File: src/rtl/vga_colorbar_gen_pkg.sv
// Shared definitions for the VGA colour-bar pattern source.
//   - 24-bit {R,G,B} colour constants for the eight vertical bars
//   - pattern encoding (BAR=0, GRAD=1, CHECK=2), also used as the pattern FSM state
//   - checkerboard square size and the position bit that selects the square parity
//   - bar_color(): maps a 3-bit bar index to its colour
package vga_colorbar_gen_pkg;

   localparam logic [23:0] ColWhite   = 24'hFFFFFF;
   localparam logic [23:0] ColYellow  = 24'hFFFF00;
   localparam logic [23:0] ColCyan    = 24'h00FFFF;
   localparam logic [23:0] ColGreen   = 24'h00FF00;
   localparam logic [23:0] ColMagenta = 24'hFF00FF;
   localparam logic [23:0] ColRed     = 24'hFF0000;
   localparam logic [23:0] ColBlue    = 24'h0000FF;
   localparam logic [23:0] ColBlack   = 24'h000000;

   typedef enum logic [1:0] {
      PatBar   = 2'd0,
      PatGrad  = 2'd1,
      PatCheck = 2'd2
   } pattern_e;

   localparam int unsigned CheckSize = 32;
   // Squares are a power of two wide, so parity is a single position bit.
   localparam int unsigned CheckBit  = $clog2(CheckSize);

   function automatic logic [23:0] bar_color(input logic [2:0] idx);
      logic [23:0] col;
      unique case (idx)
         3'd0: col = ColWhite;
         3'd1: col = ColYellow;
         3'd2: col = ColCyan;
         3'd3: col = ColGreen;
         3'd4: col = ColMagenta;
         3'd5: col = ColRed;
         3'd6: col = ColBlue;
         3'd7: col = ColBlack;
      endcase
      return col;
   endfunction

endpackage

File: src/rtl/colorbar_pattern_sel.sv
// Pattern rotation for vga_colorbar_gen: frame counter plus BAR -> GRAD -> CHECK -> BAR FSM.
// Only instantiated when COLORBAR_AUTO_CYCLE_EN is defined.
// Ports:
//   clk        in   pixel clock
//   rst_n      in   synchronous active-low reset
//   frame_end  in   high on the cycle the last pixel of a frame is requested
//   pattern_id out  current pattern (0 BAR, 1 GRAD, 2 CHECK), changes on the frame-end edge
module colorbar_pattern_sel
   import vga_colorbar_gen_pkg::*;
#(
   parameter int unsigned FRAME_HOLD = 60
) (
   input  logic       clk,
   input  logic       rst_n,
   input  logic       frame_end,
   output logic [1:0] pattern_id
);

   // A one-bit counter still works for FRAME_HOLD=1: it simply stays at zero.
   localparam int unsigned FcntW = (FRAME_HOLD > 1) ? $clog2(FRAME_HOLD) : 1;

   pattern_e         state_q, state_d;
   logic [FcntW-1:0] fcnt_q, fcnt_d;

   always_ff @(posedge clk) begin
      if (!rst_n) begin
         state_q <= PatBar;
         fcnt_q  <= '0;
      end else begin
         state_q <= state_d;
         fcnt_q  <= fcnt_d;
      end
   end

   always_comb begin
      state_d = state_q;
      fcnt_d  = fcnt_q;
      if (frame_end) begin
         if (fcnt_q == FcntW'(FRAME_HOLD - 1)) begin
            fcnt_d = '0;
            unique case (state_q)
               PatBar:   state_d = PatGrad;
               PatGrad:  state_d = PatCheck;
               PatCheck: state_d = PatBar;
               default:  state_d = PatBar;
            endcase
         end else begin
            fcnt_d = fcnt_q + FcntW'(1);
         end
      end
   end

   assign pattern_id = state_q;

endmodule

File: src/rtl/vga_colorbar_gen.sv
// Pixel-pattern source feeding a VGA timing driver. Active-area position is tracked only from
// rd_req; each request returns one registered 24-bit pixel one cycle later, so it lands in the
// driver's output register together with the driver's 2-cycle-delayed syncs.
// Patterns: 8 colour bars, grey ramp (x[7:0]), 32x32 checkerboard.
// Build option COLORBAR_AUTO_CYCLE_EN: when defined, the pattern rotates every FRAME_HOLD
// frames; when undefined the pattern is fixed to BAR and pattern_id is tied to 0.
// Ports:
//   clk         in   pixel clock
//   rst_n       in   synchronous active-low reset
//   rd_req      in   pixel request from the driver (active area only)
//   rgb_dout    out  {R,G,B} pixel, registered; zero on cycles without a request
//   frame_done  out  one-cycle pulse after the last pixel of a frame is requested
//   pattern_id  out  current pattern: 0 BAR, 1 GRAD, 2 CHECK
module vga_colorbar_gen
   import vga_colorbar_gen_pkg::*;
#(
   parameter int unsigned H_ACT      = 640,
   parameter int unsigned V_ACT      = 480,
   parameter int unsigned FRAME_HOLD = 60
) (
   input  logic        clk,
   input  logic        rst_n,
   input  logic        rd_req,
   output logic [23:0] rgb_dout,
   output logic        frame_done,
   output logic [1:0]  pattern_id
);

   // x needs at least 8 bits for the grey ramp, y at least CheckBit+1 for the checkerboard.
   localparam int unsigned XW   = ($clog2(H_ACT) > 8) ? $clog2(H_ACT) : 8;
   localparam int unsigned YW   = ($clog2(V_ACT) > CheckBit) ? $clog2(V_ACT) : CheckBit + 1;
   localparam int unsigned BarW = H_ACT / 8;
   localparam int unsigned BPW  = ($clog2(BarW) > 0) ? $clog2(BarW) : 1;

   if (FRAME_HOLD < 1) begin : g_hold_check
      $error("FRAME_HOLD must be at least 1");
   end

   logic [XW-1:0]  x_q, x_d;
   logic [YW-1:0]  y_q, y_d;
   logic [BPW-1:0] bar_pos_q, bar_pos_d;
   logic [2:0]     bar_idx_q, bar_idx_d;
   logic [23:0]    rgb_q, rgb_d;
   logic           frame_done_q;

   logic           x_last, y_last, frame_end;
   logic [23:0]    pix;

   assign x_last    = (x_q == XW'(H_ACT - 1));
   assign y_last    = (y_q == YW'(V_ACT - 1));
   assign frame_end = rd_req & x_last & y_last;

`ifdef COLORBAR_AUTO_CYCLE_EN
   colorbar_pattern_sel #(
      .FRAME_HOLD (FRAME_HOLD)
   ) u_pattern_sel (
      .clk        (clk),
      .rst_n      (rst_n),
      .frame_end  (frame_end),
      .pattern_id (pattern_id)
   );
`else
   assign pattern_id = 2'(PatBar);
`endif

   // Position and bar tracking; everything holds while rd_req is low (blanking).
   always_comb begin
      x_d       = x_q;
      y_d       = y_q;
      bar_pos_d = bar_pos_q;
      bar_idx_d = bar_idx_q;
      if (rd_req) begin
         if (x_last) begin
            x_d       = '0;
            bar_pos_d = '0;
            bar_idx_d = '0;
            y_d       = y_last ? '0 : y_q + YW'(1);
         end else begin
            x_d = x_q + XW'(1);
            if (bar_pos_q == BPW'(BarW - 1)) begin
               bar_pos_d = '0;
               // Saturate so any remainder pixels (H_ACT not a multiple of 8) stay in bar 7.
               if (bar_idx_q != 3'd7) begin
                  bar_idx_d = bar_idx_q + 3'd1;
               end
            end else begin
               bar_pos_d = bar_pos_q + BPW'(1);
            end
         end
      end
   end

   always_comb begin
      pix = ColBlack;
      case (pattern_e'(pattern_id))
         PatBar:   pix = bar_color(bar_idx_q);
         PatGrad:  pix = {x_q[7:0], x_q[7:0], x_q[7:0]};
         PatCheck: pix = (x_q[CheckBit] ^ y_q[CheckBit]) ? ColWhite : ColBlack;
         default:  pix = ColBlack;
      endcase
      rgb_d = rd_req ? pix : ColBlack;
   end

   always_ff @(posedge clk) begin
      if (!rst_n) begin
         x_q          <= '0;
         y_q          <= '0;
         bar_pos_q    <= '0;
         bar_idx_q    <= '0;
         rgb_q        <= '0;
         frame_done_q <= 1'b0;
      end else begin
         x_q          <= x_d;
         y_q          <= y_d;
         bar_pos_q    <= bar_pos_d;
         bar_idx_q    <= bar_idx_d;
         rgb_q        <= rgb_d;
         frame_done_q <= frame_end;
      end
   end

   assign rgb_dout   = rgb_q;
   assign frame_done = frame_done_q;

endmodule

File: config.mk
export PLATFORM = sky130hd
export DESIGN_NAME = vga_colorbar_gen
export DESIGN_NICKNAME = d
export VERILOG_FILES = /design/src/rtl/vga_colorbar_gen_pkg.sv /design/src/rtl/colorbar_pattern_sel.sv /design/src/rtl/vga_colorbar_gen.sv
export SDC_FILE = /design/constraint.sdc
export NUM_CORES = 1
export LEC_CHECK = 0
export ABC_AREA = 1
export CAP_MARGIN = 30
export CORE_MARGIN = 10
export CORE_UTILIZATION = 40
export DETAILED_ROUTE_END_ITERATION = 8
export PLACE_DENSITY_LB_ADDON = 0.08
export SYNTH_ARGS = -nofsm -noshare
export SYNTH_HDL_FRONTEND = slang
export SYNTH_SLANG_ARGS = --single-unit
export TNS_END_PERCENT = 30
File: constraint.sdc
create_clock -name clk -period 1.4 [get_ports clk]
set_input_delay 0.14 -clock clk [delete_from_list [all_inputs] [get_ports clk]]
set_output_delay 0.14 -clock clk [all_outputs]
set_load 0.02 [all_outputs]
# Yosys cells after proc, flatten, opt, wreduce, memory -nomap -nowiden
# Memory sizes are Yosys's and may differ from the RTL's. A register that Yosys moved wholly into a read port is not among the register bits.
# Cells that the tools add are included.
dict set report word_totals {
  in_bits 3
  output_inout_bits 27
  wordCells 29
  n_memories 1
  romBits 192
  reg_bits 30
}
# memory words word_bits read_ports rd_ports_with_merged_regs write_ports line_no
set memory_table {}
lappend memory_table {{(name not given)} 8 24 1 1 0 vga_colorbar_gen_pkg.sv:29} ;# unique case (idx)
dict set report classes {
  muxes 7
  n_reduce_logical 6
  eq_ne 4
  add_sub_neg 4
  bitwise 2
}
# op count
set ops {}
lappend ops {{7-bit two-way mux} 2}
lappend ops {{10-bit by 1-bit adder with 10-bit output, second input constant} 1}
lappend ops {{10-bit == test, second input constant} 1}
lappend ops {{10-bit two-way mux} 1}
lappend ops {{9-bit by 1-bit adder with 9-bit output, second input constant} 1}
lappend ops {{9-bit == test, second input constant} 1}
lappend ops {{3-bit two-way mux} 3}
lappend ops {{9-bit two-way mux} 1}
lappend ops {{7-bit by 1-bit adder with 7-bit output, second input constant} 1}
lappend ops {{7-bit == test, second input constant} 1}
lappend ops {{2-bit AND reduction} 2}
lappend ops {{2-bit nonzero test} 2}
lappend ops {{3-bit by 1-bit adder with 3-bit output, second input constant} 1}
lappend ops {{3-bit inequality test, second input constant} 1}
lappend ops {{3-bit AND reduction} 1}
lappend ops {{1-bit AND} 2}
lappend ops {{1-bit zero test} 1}

# Depth between registers and ports, before layout
dict set report depth {
  word_depth 4
  depth_mapped 9
  ltp_nobuf 9
}

# Worst setup path before layout
# Ideal clock, no wire load.
dict set report synth_timing {
  kind {reg-to-reg}
  from {register y_q[0]}
  to {register y_q[5]}
  n_path_buf 0
  slack_ns 0.066
  setup_time_ns 0.119
  period_less_slack_ns 1.334
  stages_incl_launch_ff 7
  required_ns 1.281
  arrival_time_ns 1.214
  cell_sequence {dfxtp_1 ha_1 nand2_1 nor2_1 nand4_1 o21ai_4 nor2_1}
}
dict set report synth_via {
  elab_chain_len 2
  word_cells_on_any_way 3
  cone_classes {1 x add/sub; 1 x eq/ne; 1 x mux}
}
# item line_no
set synth_rtl {}
lappend synth_rtl {{start, declared} vga_colorbar_gen.sv:40} ;# logic [YW-1:0] y_q, y_d;
lappend synth_rtl {{start signal, assigned} vga_colorbar_gen.sv:114} ;# y_q <= y_d;
lappend synth_rtl {{9-bit by 1-bit adder with 9-bit output / 9-bit == test (equally long branches)} {vga_colorbar_gen.sv:77, vga_colorbar_gen.sv:50}}
lappend synth_rtl {{9-bit two-way mux *} vga_colorbar_gen.sv:77} ;# y_d = y_last ? '0 : y_q + YW'(1);
# Mark *: on every way between the ends. The rest lies on a longest branch, timed or not.
# A chain may end at the register's enable or synchronous reset.

# Worst setup path in the final report
dict set report layout_timing {
  from {register x_q[0]}
  to {register y_q[4]}
}
dict set report layout_via {
  elab_chain_len 2
}
# item line_no
set layout_rtl {}
lappend layout_rtl {{start, declared} vga_colorbar_gen.sv:39} ;# logic [XW-1:0] x_q, x_d;
lappend layout_rtl {{start signal, assigned} vga_colorbar_gen.sv:106} ;# x_q <= '0;
lappend layout_rtl {{start signal, assigned} vga_colorbar_gen.sv:113} ;# x_q <= x_d;
lappend layout_rtl {{10-bit == test} vga_colorbar_gen.sv:49} ;# assign x_last = (x_q == XW'(H_ACT - 1));
lappend layout_rtl {{2-bit AND reduction (no source line)} --}
# No other way between the ends.

==> metrics.csv <==
stage,metric,value,unit
setup_path,critPathRequiredTime,1610,ps
timing,maxSlewViolCount,0,
timing,period_minus_slack,1370,ps
cells_and_area,final_nets,295,
detailed_routing,firstDrtPassIters,4,
cells_and_area,drive_gt1_frac,0.257,
cts,cts_inserted_buffers,5,
power_and_ir_drop,p_int,1480,uW
placed_design,gp_congestion,0.813,
power_and_ir_drop,swShare,0.248,
power_and_ir_drop,power_frac_comb,0.099,
placed_design,dp_hpwl,2.84,mm
run,cap_violations,0,
timing,hold_viol,0,
power_and_ir_drop,p_per_area,842,mW/mm^2
logic_synthesis,synthCells,249,
timing,skew,3.93,ps
floorplan,die_area,0.00770,mm^2
global_route,grt_pass1_vias,1457,
worst_hold_path,min_path_cells,3,
detailed_routing,wl_per_cell,10.9,um
floorplan,io_pins,30,
setup_path,r2r_cells,9,
setup_path,crit_chain,ha_4 -> nand3_4 -> inv_2 -> nand2_2 -> nor2_4 -> buf_12 -> buf_12 -> nand2_1 -> a21oi_1,
placed_design,place_inst,328,
cts,clk_latency,290,ps
status,status,completed,
setup_path,cp-end-kind,flip-flop,
cells_and_area,insertedDiodeCount,0,
power_and_ir_drop,totalPowerFinal,1970,uW
global_route,antenna_found_initial,0,
cts,cts_tree,yes,
cts,cts_sinks,33,
logic_synthesis,syn_area,0.00184,mm^2
power_and_ir_drop,leakagePower,0.00101,uW
logic_synthesis,ys_seq_elements,33,
global_route,grt_max_degree,14,
cells_and_area,area_growth_syn_to_layout,27.4,%
logic_synthesis,synth_seq_area_share,0.360,
timing,finalSetupViolations,0,
setup_path,cpPeakStageDelay,360,ps
cts,path_clk_slew,70,ps
cts,cts_hold_buf,0,
setup_path,arrival,1590,ps
cts,cts_root_buf,clkbuf_8,
setup_path,path_common_cell,buf_12,
logic_synthesis,syn_avg_cell_area,7.37,um^2
placed_design,io_buffers,27,
setup_path,slowest_stage,dfxtp_2,
power_and_ir_drop,power_frac_clock,0.409,
global_route,overflow,0,
floorplan,rows,24,
floorplan,start_util,0.416,
floorplan,design.core.area,0.00441,mm^2
power_and_ir_drop,peakVddDrop,460,uV
floorplan,fp.dieW,87.7,um
cts,htree_num_levels,2,
timing,fmax,728,MHz
detailed_routing,vias,1553,
setup_path,setup.worst_path.start_class,flip-flop,
power_and_ir_drop,power_switching,489,uW
detailed_routing,viasPerCell,4.57,
timing,min_period_over_period,0.981,
logic_synthesis,yosys_warnings,0,
setup_path,cp_max_fo,11,
cells_and_area,final_cell_count_no_fill,340,
cts,cts_buffer_depth,2,
detailed_routing,drcViolationCount,0,
detailed_routing,ant_nets,0,
global_route,grt_usage,0.101,
worst_hold_path,hold_class,in -> reg,
detailed_routing,drt-total-wl,3.71,mm
power_and_ir_drop,sequentialPowerShare,0.492,
global_route,grt_pass1_wl,6.33,mm
detailed_routing,initialDrtViolationCount,54,
setup_path,worstSetupPathType,reg -> reg,
timing,rsz0062_at_grt,yes,
floorplan,die_h,87.7,um
logic_synthesis,yosysUniqueCellTypes,33,
metrics by stage:
stage          TNS (ps)  setup WS [ps]  hold WS, ps  cell area (um^2)   util
5_1_grt            -117          -45.5          350              2340  0.530
3_5_place_dp      -4930           -256          436              2170  0.492
4_1_cts               0           5.84          455              2260  0.513
2_1_floorplan         0           66.4          417              1840      -
6_report              0           27.2          328              2340  0.530
3_3_place_gp      -4370           -254          431              2170  0.492
final cells by class:
type / instances / area, um^2
fill: 447 / 2080
multi-input combinational: 165 / 921
sequential: 33 / 668
timing repair buffer: 56 / 485
inverter: 26 / 97.6
clock buffer: 7 / 96.3
tap: 52 / 65.1
clock inverter: 1 / 5.00
state kept, by name, indices dropped and copies added, names as in the netlist:
register	cells
bar_pos_q	7
x_q	10
frame_done	1
y_q	9
bar_idx_q	3
rgb_dout	3
power groups by stage:
stage | combinational, uW | clock (uW) | sequential, uW
after CTS | 191 | 837 | 967
after global placement | 213 | 0 | 987
final | 195 | 805 | 968
after detailed placement | 213 | 0 | 988
after global routing | 213 | 868 | 970
after floorplan | 146 | 0 | 992
logic make-up (layout without fill, tap and decap cells):
group,count (synthesis),after routing,share of synthesized area
AOI/OAI and AO/OA,27,27,0.0866
xor gates and xnor gates,4,4,0.0191
adders and majority gates,5,5,0.0341
buffers and inverters,52,90,0.164
DFF,33,33,0.360
other,1,2,0.00204
and+or+nand+nor,127,127,0.335
critical path, delay by kind of cell, from the launching register on:
family                   cells  cell delay (ps)
AO/OA/AOI/OAI                1              160
AND/OR/NAND/NOR              4              290
buffers and inverters        3              320
flip-flops                   1              360
adder cells (fa/ha/maj)      1              160
metal layers:
metal | routed length [um] | up-vias | GRT usage | share of wire
li1 | - | 842 | - | -
met1 | 1740 | 678 | 0.114 | 0.47
met2 | 1630 | 26 | 0.166 | 0.44
met3 | 267 | 7 | 0.0390 | 0.072
met4 | 62 | 0 | 0.0435 | 0.017
met5 | 0 | - | 0 | 0
layout by cell type, fill, tap and decap left out, types with 3 or more instances in the layout:
master and n:
a21oi_1 16, buf_4 27, clkbuf_8 7, dfxtp_1 27, dfxtp_2 6, dlygate4sd2_1 24, ha_1 4, inv_1 20
inv_2 5, nand2_1 51, nand2_2 6, nand3_1 11, nand3_2 3, nand4_1 4, nor2_1 27, nor2_2 5
nor2_4 3, nor3_1 7, o21ai_0 5
worst paths after layout:
check | end | startpoint | slack (ps)
setup reg to reg | y_q[4] | x_q[0] | 30
hold reg to reg | rgb_dout[15] | bar_idx_q[2] | 450
setup / recovery | y_q[4] | x_q[0] | 30
hold / removal | x_q[2] | rd_req | 330
synthesized netlist by cell type:
| cell type | count | area, um^2 |
|---|---|---|
| nor3_1 | 7 | 35.0 |
| and2_1 | 1 | 6.26 |
| nor2_2 | 3 | 18.8 |
| buf_6 | 2 | 22.5 |
| xor2_1 | 2 | 17.5 |
| o21ai_4 | 1 | 16.3 |
| nand3_1 | 12 | 60.1 |
| or2_2 | 1 | 6.26 |
| nand3b_2 | 1 | 11.3 |
| nand4_1 | 4 | 25.0 |
| o21bai_1 | 2 | 15.0 |
| a21oi_2 | 1 | 8.76 |
| nand3_2 | 3 | 30.0 |
| nor2_4 | 2 | 22.5 |
| a211oi_1 | 1 | 7.51 |
| inv_2 | 4 | 15.0 |
| inv_1 | 21 | 78.8 |
| nand2_2 | 7 | 43.8 |
| nor3b_1 | 1 | 7.51 |
| clkinv_1 | 1 | 3.75 |
| ha_1 | 5 | 62.6 |
| nand2_4 | 1 | 11.3 |
| o21ai_0 | 5 | 25.0 |
| xnor2_1 | 2 | 17.5 |
| o22ai_1 | 1 | 6.26 |
| a21oi_1 | 16 | 80.1 |
| conb_1 | 1 | 3.75 |
| dfxtp_1 | 33 | 661 |
| nand3b_1 | 2 | 15.0 |
| nor2_1 | 30 | 113 |
| nand3_4 | 1 | 17.5 |
| nand2_1 | 51 | 191 |
| buf_4 | 24 | 180 |
timing repair:
action / CTS / global route
pin swaps: 2 / 3
cloned: 0 / 0
setup buffers: 0 / 4
hold endpoints to repair: 0 / 0
setup endpoints to repair: 35 / 19
resized for setup: 28 / 13
(Power assumes the default switching activity.)
